===== src/rtl/activation_result_writer_pkg.sv =====
// Shared geometry of the activation/matmul datapath and the lane-masking helper
// used when committing activation rows to the result BRAM.
package activation_result_writer_pkg;

    localparam int DWIDTH       = 8;
    localparam int MAT_MUL_SIZE = 4;
    localparam int MASK_WIDTH   = MAT_MUL_SIZE;
    localparam int AWIDTH       = 10;
    localparam int ROW_WIDTH    = MAT_MUL_SIZE * DWIDTH;

    // Lanes whose validity bit is clear are forced to zero so the BRAM never sees stale bytes.
    function automatic logic [ROW_WIDTH-1:0] mask_lanes(
        input logic [ROW_WIDTH-1:0]  row,
        input logic [MASK_WIDTH-1:0] mask
    );
        logic [ROW_WIDTH-1:0] res;
        res = {ROW_WIDTH{1'b0}};
        for (int i = 0; i < MAT_MUL_SIZE; i++) begin
            if (mask[i]) begin
                res[i*DWIDTH +: DWIDTH] = row[i*DWIDTH +: DWIDTH];
            end else begin
                res[i*DWIDTH +: DWIDTH] = {DWIDTH{1'b0}};
            end
        end
        return res;
    endfunction

endpackage


===== src/rtl/activation_result_writer_addr_gen.sv =====
// Strided address generator for the result writer: loads base/stride/row total on
// job start, advances once per accepted row and flags the final row of the job.
module activation_result_writer_addr_gen
    import activation_result_writer_pkg::*;
(
    input  logic              clk,
    input  logic              reset,
    input  logic              load,
    input  logic [AWIDTH-1:0] base_addr,
    input  logic [AWIDTH-1:0] addr_stride,
    input  logic [AWIDTH-1:0] num_rows,
    input  logic              advance,
    output logic [AWIDTH-1:0] cur_addr,
    output logic              last_row
);

    localparam logic [AWIDTH-1:0] ONE = {{(AWIDTH-1){1'b0}}, 1'b1};

    logic [AWIDTH-1:0] cur_addr_d, cur_addr_q;
    logic [AWIDTH-1:0] stride_d,   stride_q;
    logic [AWIDTH-1:0] total_d,    total_q;
    logic [AWIDTH-1:0] row_cnt_d,  row_cnt_q;

    // Next-state for address, stride, row total and row counter; addition wraps silently.
    always_comb begin
        cur_addr_d = cur_addr_q;
        stride_d   = stride_q;
        total_d    = total_q;
        row_cnt_d  = row_cnt_q;
        if (load) begin
            cur_addr_d = base_addr;
            stride_d   = addr_stride;
            total_d    = num_rows;
            row_cnt_d  = {AWIDTH{1'b0}};
        end else if (advance) begin
            cur_addr_d = cur_addr_q + stride_q;
            row_cnt_d  = row_cnt_q + ONE;
        end else begin
            cur_addr_d = cur_addr_q;
            row_cnt_d  = row_cnt_q;
        end
    end

    // Address generator state registers.
    always_ff @(posedge clk) begin
        if (reset) begin
            cur_addr_q <= {AWIDTH{1'b0}};
            stride_q   <= {AWIDTH{1'b0}};
            total_q    <= {AWIDTH{1'b0}};
            row_cnt_q  <= {AWIDTH{1'b0}};
        end else begin
            cur_addr_q <= cur_addr_d;
            stride_q   <= stride_d;
            total_q    <= total_d;
            row_cnt_q  <= row_cnt_d;
        end
    end

    assign cur_addr = cur_addr_q;
    assign last_row = ((row_cnt_q + ONE) == total_q);

endmodule


===== src/rtl/activation_result_writer.sv =====
// Commits activation-stage row vectors to the result BRAM at strided addresses
// with per-lane byte enables, and reports job completion to the controller.
module activation_result_writer
    import activation_result_writer_pkg::*;
(
    input  logic                  clk,
    input  logic                  reset,
    input  logic                  start,
    input  logic [AWIDTH-1:0]     base_addr,
    input  logic [AWIDTH-1:0]     addr_stride,
    input  logic [AWIDTH-1:0]     num_rows,
    input  logic [MASK_WIDTH-1:0] validity_mask,
    input  logic                  in_data_available,
    input  logic [ROW_WIDTH-1:0]  inp_data,
    output logic [AWIDTH-1:0]     bram_addr,
    output logic [ROW_WIDTH-1:0]  bram_wdata,
    output logic [MASK_WIDTH-1:0] bram_we,
    output logic                  busy,
    output logic                  done,
    output logic                  drop_err
);

    typedef enum logic [1:0] {
        ST_IDLE = 2'd0,
        ST_RUN  = 2'd1,
        ST_DONE = 2'd2
    } state_e;

    state_e                state_d, state_q;
    logic [MASK_WIDTH-1:0] mask_d, mask_q;
    logic [AWIDTH-1:0]     bram_addr_d, bram_addr_q;
    logic [ROW_WIDTH-1:0]  bram_wdata_d, bram_wdata_q;
    logic [MASK_WIDTH-1:0] bram_we_d, bram_we_q;
    logic                  busy_d, busy_q;
    logic                  done_d, done_q;
    logic                  drop_err_d, drop_err_q;

    logic                  start_ok_s;
    logic                  accept_s;
    logic [AWIDTH-1:0]     cur_addr_s;
    logic                  last_row_s;

    // Start is honoured only from IDLE; rows are taken only in RUN.
    assign start_ok_s = start && (state_q == ST_IDLE);
    assign accept_s   = in_data_available && (state_q == ST_RUN);

    activation_result_writer_addr_gen u_addr_gen (
        .clk         (clk),
        .reset       (reset),
        .load        (start_ok_s),
        .base_addr   (base_addr),
        .addr_stride (addr_stride),
        .num_rows    (num_rows),
        .advance     (accept_s),
        .cur_addr    (cur_addr_s),
        .last_row    (last_row_s)
    );

    // FSM next state plus the registered BRAM write port and status outputs.
    always_comb begin
        state_d      = state_q;
        mask_d       = mask_q;
        bram_addr_d  = bram_addr_q;
        bram_wdata_d = bram_wdata_q;
        bram_we_d    = {MASK_WIDTH{1'b0}};
        drop_err_d   = drop_err_q;

        case (state_q)
            ST_IDLE: begin
                if (start) begin
                    mask_d  = validity_mask;
                    state_d = (num_rows == {AWIDTH{1'b0}}) ? ST_DONE : ST_RUN;
                end else begin
                    state_d = ST_IDLE;
                end
            end
            ST_RUN: begin
                if (accept_s && last_row_s) begin
                    state_d = ST_DONE;
                end else begin
                    state_d = ST_RUN;
                end
            end
            ST_DONE: begin
                state_d = ST_IDLE;
            end
            default: begin
                state_d = ST_IDLE;
            end
        endcase

        if (accept_s) begin
            bram_addr_d  = cur_addr_s;
            bram_wdata_d = mask_lanes(inp_data, mask_q);
            bram_we_d    = mask_q;
        end else begin
            bram_we_d    = {MASK_WIDTH{1'b0}};
        end

        // A stray row in the same cycle as start still counts as a drop.
        if (in_data_available && (state_q != ST_RUN)) begin
            drop_err_d = 1'b1;
        end else if (start_ok_s) begin
            drop_err_d = 1'b0;
        end else begin
            drop_err_d = drop_err_q;
        end

        busy_d = (state_d != ST_IDLE);
        done_d = (state_d == ST_DONE) && (state_q != ST_DONE);
    end

    // State and output registers.
    always_ff @(posedge clk) begin
        if (reset) begin
            state_q      <= ST_IDLE;
            mask_q       <= {MASK_WIDTH{1'b0}};
            bram_addr_q  <= {AWIDTH{1'b0}};
            bram_wdata_q <= {ROW_WIDTH{1'b0}};
            bram_we_q    <= {MASK_WIDTH{1'b0}};
            busy_q       <= 1'b0;
            done_q       <= 1'b0;
            drop_err_q   <= 1'b0;
        end else begin
            state_q      <= state_d;
            mask_q       <= mask_d;
            bram_addr_q  <= bram_addr_d;
            bram_wdata_q <= bram_wdata_d;
            bram_we_q    <= bram_we_d;
            busy_q       <= busy_d;
            done_q       <= done_d;
            drop_err_q   <= drop_err_d;
        end
    end

    assign bram_addr  = bram_addr_q;
    assign bram_wdata = bram_wdata_q;
    assign bram_we    = bram_we_q;
    assign busy       = busy_q;
    assign done       = done_q;
    assign drop_err   = drop_err_q;

endmodule

===== config.mk =====
export PLATFORM = sky130hd
export DESIGN_NAME = activation_result_writer
export DESIGN_NICKNAME = d
export VERILOG_FILES = /design/src/rtl/activation_result_writer_pkg.sv /design/src/rtl/activation_result_writer_addr_gen.sv /design/src/rtl/activation_result_writer.sv
export SDC_FILE = /design/constraint.sdc
export NUM_CORES = 1
export LEC_CHECK = 0
export BUFFER_PORTS_ARGS = -buffer_cell sky130_fd_sc_hd__buf_4
export CORE_MARGIN = 10
export CORE_UTILIZATION = 47
export CTS_CLUSTER_DIAMETER = 100
export CTS_CLUSTER_SIZE = 14
export DETAILED_ROUTE_END_ITERATION = 10
export GPL_ROUTABILITY_DRIVEN = 0
export PLACE_DENSITY = 0.76
export SYNTH_ARGS = -nofsm -noshare
export SYNTH_HDL_FRONTEND = slang
export SYNTH_SLANG_ARGS = --single-unit

===== constraint.sdc =====
create_clock -name clk -period 1.99 [get_ports clk]
set_input_delay 0.398 -clock clk [delete_from_list [all_inputs] [get_ports clk]]
set_output_delay 0.398 -clock clk [all_outputs]
set_load 0.05 [all_outputs]

### Word level (Yosys, flattened, before mapping)

Cells that the tools add are included.

| word-level totals | value |
|---|---|
| bits in registers | 95 |

| cells by class | value |
|---|---|
| $add $sub $neg | 2 |
| eq/ne operators | 5 |
| multiplexer cells | 12 |
| bitwise logic cells | 1 |
| reductions and logical operators | 13 |

Operators with widths:

| operator | count |
|---|---|
| $mux W8 | 4 |
| $mux W10 | 2 |
| $add A10 B1 Y10 const B | 1 |
| $add A10 B10 Y10 | 1 |
| $eq A10 B10 Y1 | 1 |
| $logic_not A10 Y1 | 1 |
| $mux W2 | 3 |
| $reduce_bool A2 Y1 | 3 |
| $logic_and A1 B1 Y1 | 5 |
| $pmux W2 S2 | 1 |
| $reduce_or A2 Y1 | 2 |
| $eq A2 B1 Y1 const B | 1 |
| $eq A2 B2 Y1 const B | 1 |
| $logic_not A2 Y1 | 1 |
| $mux W1 | 2 |
| $ne A2 B1 Y1 const B | 1 |
| $ne A2 B2 Y1 const B | 1 |
| $reduce_and A2 Y1 | 1 |
| $not A1 Y1 | 1 |

### Longest topological paths before layout

Gate-level depths: netlist of run 1.

| depth | value |
|---|---|
| depth after elaboration | 7 |
| depth in mapped cells | 9 |
| gate-level depth less buffers | 9 |

### Hierarchy

From an unflattened synthesis of run 1, not the netlist that was laid out.

| second synthesis, totals | value |
|---|---|
| cells, all modules | 426 |
| area total of the unflattened synthesis | 4121.5 µm² |

By module, submodules not included:

| module | instances | cells an instance | area an instance (µm²) | sequential area each (µm²) |
|---|---|---|---|---|
| activation_result_writer_addr_gen | 1 | 264 | 2277.2 | 800.8 |
| activation_result_writer | 1 | 162 | 1844.3 | 1101.1 |

### Worst setup path before layout of run 1

Ideal clock, no wire load.

| timing path | value |
|---|---|
| path type | register to register |
| start point | register u_addr_gen.row_cnt_q[1] |
| end point | register done_q, in the netlist done |
| setup time | 0.130 ns |
| arrival | 1.722 ns |
| data required time | 1.860 ns |
| path slack | 0.138 ns |
| cell stages (with the launch flop) | 7 |
| buffers on the path | 0 |
| clock period less this slack | 1.852 ns |
| cell sequence | dfxtp_1 -> ha_1 -> nand4_1 -> or2_2 -> a2111oi_1 -> o31a_1 -> nor3_1 |

| on the way | value |
|---|---|
| cells in the longest elaborated chain, start to end | 7 |

RTL lines:

| item | RTL line | source |
|---|---|---|
| start, declared | activation_result_writer_addr_gen.sv:22 | `logic [AWIDTH-1:0] row_cnt_d, row_cnt_q;` |
| start signal, assigned | activation_result_writer_addr_gen.sv:50 | `row_cnt_q <= {AWIDTH{1'b0}};` |
| start signal, assigned | activation_result_writer_addr_gen.sv:55 | `row_cnt_q <= row_cnt_d;` |
| $add A10 B1 Y10 | activation_result_writer_addr_gen.sv:60 | `assign last_row = ((row_cnt_q + ONE) == total_q);` |
| $eq A10 B10 Y1 | activation_result_writer_addr_gen.sv:60 |  |
| $logic_and A1 B1 Y1 | activation_result_writer.sv:78 | `if (accept_s && last_row_s) begin` |
| $mux W2 | activation_result_writer.sv:78 |  |
| $pmux W2 S2 | activation_result_writer.sv:68 | `case (state_q)` |
| $eq A2 B2 Y1 | activation_result_writer.sv:110 | `done_d = (state_d == ST_DONE) && (state_q != ST_DONE);` |
| $logic_and A1 B1 Y1 | activation_result_writer.sv:110 |  |
| end signal, assigned | activation_result_writer.sv:131 | `done_q <= done_d;` |
| end, declared | activation_result_writer.sv:35 | `logic done_d, done_q;` |

No other way between the ends.
A chain may end at the register's enable or synchronous reset.

### Worst setup path in the final report of run 1

| timing path | value |
|---|---|
| start point | register u_addr_gen.cur_addr_q[1], in the netlist u_addr_gen.cur_addr[1] |
| end point | register u_addr_gen.cur_addr_q[7], in the netlist u_addr_gen.cur_addr[7] |

| on the way | value |
|---|---|
| cells in the longest elaborated chain, start to end | 3 |

RTL lines:

| item | RTL line | source |
|---|---|---|
| start, declared | activation_result_writer_addr_gen.sv:19 | `logic [AWIDTH-1:0] cur_addr_d, cur_addr_q;` |
| start signal, assigned | activation_result_writer_addr_gen.sv:47 | `cur_addr_q <= {AWIDTH{1'b0}};` |
| start signal, assigned | activation_result_writer_addr_gen.sv:52 | `cur_addr_q <= cur_addr_d;` |
| $add A10 B10 Y10 | activation_result_writer_addr_gen.sv:36 | `cur_addr_d = cur_addr_q + stride_q;` |
| $mux W10 | activation_result_writer_addr_gen.sv:35 | `end else if (advance) begin` |
| $mux W10 | activation_result_writer_addr_gen.sv:30 | `if (load) begin` |

No other way between the ends. The select of a mux whose other input is x is not followed.

==> key figures, run 1 <==
Placed design
  – HPWL reported at the end of detailed placement: 8.91 mm
  – DP Worst Slack: -31.0 ps
  – Placed Cells: 730
  – Port bufs: 118

CTS
  – CTS Buf Count: 9
  – Hold buffers post-CTS: 0
  – Clock Path Buffers: 2
  – Clock transition at the registers of the reported paths: 90 ps
  – CTS sink cnt: 95
  – CTS tree: done
  – Clock Tree Root: clkbuf_8
  – Clock latency on the worst-skew pair: 360 ps
  – H-Tree Level Count: 3

Yosys
  – Post-synth EDFFs: 0
  – Yosys Warn Count: 0
  – Syn Inst Count: 526
  – Register area share after synthesis: 45.6%
  – Synthesized cell area: 4170 sq um
  – Synth top area share: 45.6%
  – Post-synth top area cell: dfxtp_1
  – Average size of a mapped cell: 7.93 sq um
  – Synthesis-stage register bit count: 95
  – Async SR Flop Fraction: 0%
  – Top FF cell, synth: dfxtp_1
  – Synth top area cells: dfxtp_1 46%, nand2_1 11%, a21oi_1 9.8%
  – Mapped Nets: 607
  – Library cells used by synthesis: 48

Finish
  – Non-Filler Instances: 751
  – Share of layout cells above drive strength 1: 28.1%
  – # fillers: 751
  – Most frequent cells in the layout: 140 x buf_4, 116 x nand2_1, 91 x dfxtp_1
  – Ant. Diodes: 0
  – Final Net Count: 720
  – Layout Area Growth over Synthesis: 32.8%
  – Commonest non-fill, non-tap cell in the layout: buf_4

Setup path
  – CP Cell Sequence: ha_1 -> a21oi_2 -> o211ai_1 -> buf_4 -> o41ai_4 -> xnor2_1 -> nor2_1 -> a311oi_1
  – RR Startpoint: u_addr_gen.cur_addr[1]
  – Worst Path Max Fanout: 4
  – R2r worst-path depth: 8
  – Crit-path slowest cell: dfxtp_1
  – R2r setup slk: 10 ps
  – Worst Path Buf+Inv: 1
  – Worst r2r dst: u_addr_gen.cur_addr[7]
  – CP Data Arrival Time: 2240 ps
  – Critical Path Start Type: flip-flop
  – Setup CP Type: reg2reg
  – CP Capture Type: flip-flop
  – Cell family with the largest share of critical-path delay: compound AO/OA/AOI/OAI gates
  – Req. time, crit path: 2260 ps
  – Slowest cell delay on critical path: 350 ps

Drt
  – Post-Route WL: 12.4 mm
  – Remaining antenna violation count: 0
  – DR WL/cell: 16.5 um
  – Drt via density: 5.45
  – Vias: 4095
  – DRC: 0
  – 1st-pass router iterations: 6
  – Drt first-iter violations: 329

STA
  – Setup WS post-layout: 12.1 ps
  – Final worst path period share: 99.4%
  – Setup-failing EPs final: 0
  – Worst Skew: 8.76 ps
  – Least-Margin Pin Slew: 423 ps
  – Slew Limit Fails: 0
  – Final hold violation count: 0
  – Fmax: 506 MHz
  – Final worst path period need: 1980 ps
  – Worst rel slew slack: 71.7%

GRT
  – Initial antenna violation count: 0
  – Grt total ovfl: 0
  – First-pass GRT wire length: 19.1 mm
  – Gr usage total: 17.7%
  – Vias in the first global route: 3859
  – Pin count of the biggest net entering global routing: 39

Flow run
  – Max_cap viols: 0

Hold path
  – Worst Hold Endpoint: u_addr_gen.stride_q[7]
  – Worst min-delay path class: in2reg
  – Hold Path Stages: 3
  – Worst hold start: addr_stride[7]

Power
  – Peak supply drop: 0.419 mV
  – Leakage: 0.00218 uW
  – Pwr dens: 750 nW/um^2

Floorplan
  – Chip Height: 114 um
  – Chip width: 114 um
  – IO Count: 119
  – Die ar.: 13000 sq um
  – Cell Rows: 34
  – Initial Util: 48.1%
  – Core ar.: 8680 sq um

Run status
  – Status: completed
[power by group]
part           total [uW]  switching, uW  internal [uW]
sequential           2030           64.5           1970
combinational         590            329            261
clock                1530            696            837
total                4150           1090           3060
[cells in the mapped netlist, drive strengths merged, types with 10 or more instances]
master  number
xnor2       14
nor3        13
ha          10
o21ai       15
a21oi       82
nor2        23
nand2      118
clkbuf      32
dfxtp       95
nand3       41
[kinds of logic after synthesis]
group | share of synthesized area [%]
XOR/XNOR | 4.41
AO/OA/AOI/OAI | 16.4
adder cells (fa/ha/maj) | 3.48
buffers and inverters | 4.53
flip-flops | 45.6
multiplexers | 0.480
AND/OR/NAND/NOR | 25.1
[through the flow]
step | util [%] | hold slack (ps) | total power [uW] | setup TNS, ps | area [sq um]
2_1_floorplan | - | 440 | 2390 | 0 | 4170
3_5_place_dp | 59.6 | 446 | 2620 | -40.6 | 5170
5_1_grt | 63.9 | 276 | 4320 | -60.5 | 5540
4_1_cts | 62.4 | 270 | 4140 | 0 | 5410
6_report | 63.9 | 278 | 4150 | 0 | 5540
3_3_place_gp | 59.6 | 438 | 2610 | 0 | 5170
[worst reg2reg max path, delay by kind of cell (launching register included)]
kind	cells	cell delay [ps]
compound gates	4	820
buf+inv	1	190
xor+xnor	1	160
fa+ha+maj	1	310
flops	1	350
simple gates	1	60
[what timing repair did]
item                       CTS  global route
pin swaps                    3             7
gates cloned                 0             0
setup buffers                0             6
gates resized for setup      2            17
setup endpoints to repair    2             8
[how the worst max path moves through the flow]
stage	cells past startpoint	to	startpoint	slack, ps
4_1_cts	9	u_addr_gen.cur_addr[8]	u_addr_gen.cur_addr[0]	6
6_report	8	u_addr_gen.cur_addr[7]	u_addr_gen.cur_addr[1]	10
3_5_place_dp	7	u_addr_gen.cur_addr[9]	u_addr_gen.cur_addr[4]	-30
3_3_place_gp	9	u_addr_gen.cur_addr[8]	u_addr_gen.cur_addr[0]	50
5_1_grt	8	u_addr_gen.cur_addr[7]	u_addr_gen.cur_addr[1]	-40
2_1_floorplan	6	done	u_addr_gen.row_cnt_q[1]	140
[state kept, by name (all words and copies together), names as in the netlist]
name	flops
drop_err	1
busy	1
bram_we	4
bram_wdata	32
u_addr_gen.cur_addr	10
u_addr_gen.row_cnt_q	10
state_q	2
done	1
mask_q	4
u_addr_gen.stride_q	10
u_addr_gen.total_q	10
bram_addr	10
[layer usage]
| layer | wire length, um | global-route usage (%) |
|---|---|---|
| met1 | 5040 | 20.4 |
| met2 | 6540 | 31.4 |
| met3 | 655 | 3.46 |
| met4 | 187 | 6.68 |
| met5 | 0 | 0 |
[layout make-up]
cell class | count | area (sq um) | area share, %
clock buffers | 9 | 124 | 2.24
clock inverters | 6 | 115 | 2.08
inverters | 6 | 22.5 | 0.406
multi-input cells | 386 | 2170 | 39.1
flip-flops and latches | 95 | 1910 | 34.4
well taps | 108 | 135 | 2.44
repair buffers | 141 | 1070 | 19.3
No activity file was read; power rests on OpenSTA's default activity.
==> run 2, diff against run 1 <==
--- a/config.mk
+++ b/config.mk
@@ -6,7 +6,7 @@
 export NUM_CORES = 1
 export LEC_CHECK = 0
 export BUFFER_PORTS_ARGS = -buffer_cell sky130_fd_sc_hd__buf_4
-export CORE_MARGIN = 10
+export CORE_MARGIN = 2
 export CORE_UTILIZATION = 47
 export CTS_CLUSTER_DIAMETER = 100
 export CTS_CLUSTER_SIZE = 14
==> run 2 against run 1 <==
Power is 7.5% lower. Global-route usage is 4.9 points higher. Routed wire length is 11% lower. Largest cell class unchanged. Sequential share of layout area is 0.46 points higher.
==> key figures, run 2 (synthesis gave the netlist of run 1 again) <==
STA
  – Setup WS post-layout: 28.4 ps (+16.4 ps)
  – RSZ-0062 raised after global routing: yes
  – Final hold violation count: 0 (unchanged)
  – Fmax: 510 MHz (+0.84%)
  – Final worst path period need: 1960 ps (-16.4 ps)
  – Worst Skew: 9.14 ps (+0.383 ps)
  – Post-Route Setup TNS: 0 ps (unchanged)
  – Setup-failing EPs final: 0 (unchanged)
  – Worst rel slew slack: 71.9% (+0.25 points)
  – Final worst path period share: 98.6% (-0.82 points)
  – Slew Limit Fails: 0 (unchanged)
  – Min Hold Slack: 269 ps (-9.17 ps)
  – Least-Margin Pin Slew: 420 ps (-3.75 ps)

Floorplan
  – Core ar.: 8680 sq um (unchanged)
  – Chip Height: 98.2 um (-14%)
  – Initial Util: 48.1% (unchanged)
  – Chip width: 98.2 um (-14%)
  – Die ar.: 9650 sq um (-26%)
  – Cell Rows: 34 (unchanged)
  – IO Count: 119 (unchanged)

Drt
  – 1st-pass router iterations: 4 (-2)
  – Drt via density: 5.47 (+0.23%)
  – DRC: 0 (unchanged)
  – Remaining antenna violation count: 0 (unchanged)
  – Vias: 4088 (-0.17%)
  – DR WL/cell: 14.8 um (-10%)
  – Drt first-iter violations: 158 (-52%)
  – Post-Route WL: 11.1 mm (-11%)

Finish
  – Layout Area Growth over Synthesis: 31.0%
  – Max FFs per register: 32 (unchanged)
  – Most frequent cells in the layout: 136 x buf_4, 116 x nand2_1, 91 x dfxtp_1
  – Multi-input logic area: 2170 sq um (+0.35%)
  – Final Net Count: 716 (-0.56%)
  – Commonest non-fill, non-tap cell in the layout: buf_4
  – Ant. Diodes: 0 (unchanged)
  – # fillers: 787 (+4.8%)
  – Share of layout cells above drive strength 1: 28.0% (-0.18 points)
  – Non-Filler Instances: 748 (-0.40%)
  – Storage cell area: 1910 sq um (unchanged)

Flow run
  – Max_cap viols: 0 (unchanged)

Placed design
  – HPWL reported at the end of detailed placement: 7.79 mm (-12%)
  – Port bufs: 118 (unchanged)
  – Placed Cells: 730 (unchanged)
  – DP Worst Slack: -28.0 ps (+3.00 ps)

GRT
  – Grt total ovfl: 0 (unchanged)
  – First-pass GRT wire length: 17.9 mm (-6.3%)
  – Initial antenna violation count: 0 (unchanged)
  – Vias in the first global route: 3909 (+1.3%)
  – Gr usage total: 22.6% (+4.9 points)
  – Pin count of the biggest net entering global routing: 37 (-5.1%)

Power
  – Peak supply drop: 0.353 mV (-16%)
  – Power, Total: 3850 uW (-7.5%)
  – Pwr dens: 703 nW/um^2 (-6.2%)
  – Leakage: 0.00214 uW (-1.8%)

Setup path
  – CP Capture Type: flip-flop
  – Critical Path Start Type: flip-flop
  – Setup CP Type: reg2reg
  – Req. time, crit path: 2260 ps (about the same)
  – Worst Path Max Fanout: 5 (+1)
  – CP Data Arrival Time: 2230 ps (about the same)

CTS
  – Clock Tree Root: clkbuf_8
  – CTS tree: done
  – Clock latency on the worst-skew pair: 360 ps (about the same)
  – H-Tree Level Count: 3 (unchanged)
  – CTS sink cnt: 95 (unchanged)
  – Clock transition at the registers of the reported paths: 100 ps (about the same)
  – Clock Path Buffers: 2 (unchanged)
  – Hold buffers post-CTS: 0 (unchanged)
  – CTS Buf Count: 9 (unchanged)

Run status
  – Status: completed

Hold path
  – Worst min-delay path class: in2reg
run 2: worst paths after layout:
path                     startpoint                      to  slack, ps  cells after the start
min                  addr_stride[7]  u_addr_gen.stride_q[7]        270                      3
min reg2reg          bram_wdata[22]          bram_wdata[22]        460                      2
max          u_addr_gen.stride_q[4]  u_addr_gen.cur_addr[9]         30                      7
max reg2reg  u_addr_gen.stride_q[4]  u_addr_gen.cur_addr[9]         30                      7
run 2: what timing repair did:
action / 4_1_cts / 5_1_grt
pin swaps: 2 / 6
setup endpoints to repair: 2 / 8
setup buffers: 0 / 2
gates resized for setup: 3 / 17
run 2: through the flow:
stage	util, %	instance area, sq um
6_report	63.0	5470
5_1_grt	63.0	5470
4_1_cts	61.9	5380
3_5_place_dp	59.6	5170
3_3_place_gp	59.6	5170
2_1_floorplan	-	4170
run 2: final cells by class:
type / instances / share of cell area [%]
inverter: 6 / 0.412
clock inverter: 7 / 1.17
tap: 108 / 2.47
multi-input combinational: 386 / 39.8
clock buffer: 9 / 2.27
timing repair buffer: 137 / 19.0
sequential: 95 / 34.9
run 2: power by group:
group	leakage (uW)	switching [uW]	internal (uW)
registers	0.000774	65.0	1970
logic	0.00128	325	258
clock network	0.0000938	748	481
total	0.00214	1140	2710
run 2: critical path, cell delays in order (launching register included):
cell and delay [ps]:
dfxtp_1 350, ha_4 300, nand3_1 90, o211ai_1 310, o22ai_1 170, xnor2_1 220
mux2i_1 130, a2111oi_2 290
run 2: layer usage:
| layer | part of all wire (%) | track usage (%) | up-vias |
|---|---|---|---|
| li1 | - | - | 2021 |
| met1 | 43 | 27.9 | 1926 |
| met2 | 50 | 38.7 | 114 |
| met3 | 3.9 | 3.87 | 27 |
| met4 | 2.9 | 9.80 | 0 |
| met5 | 0 | 0 | - |
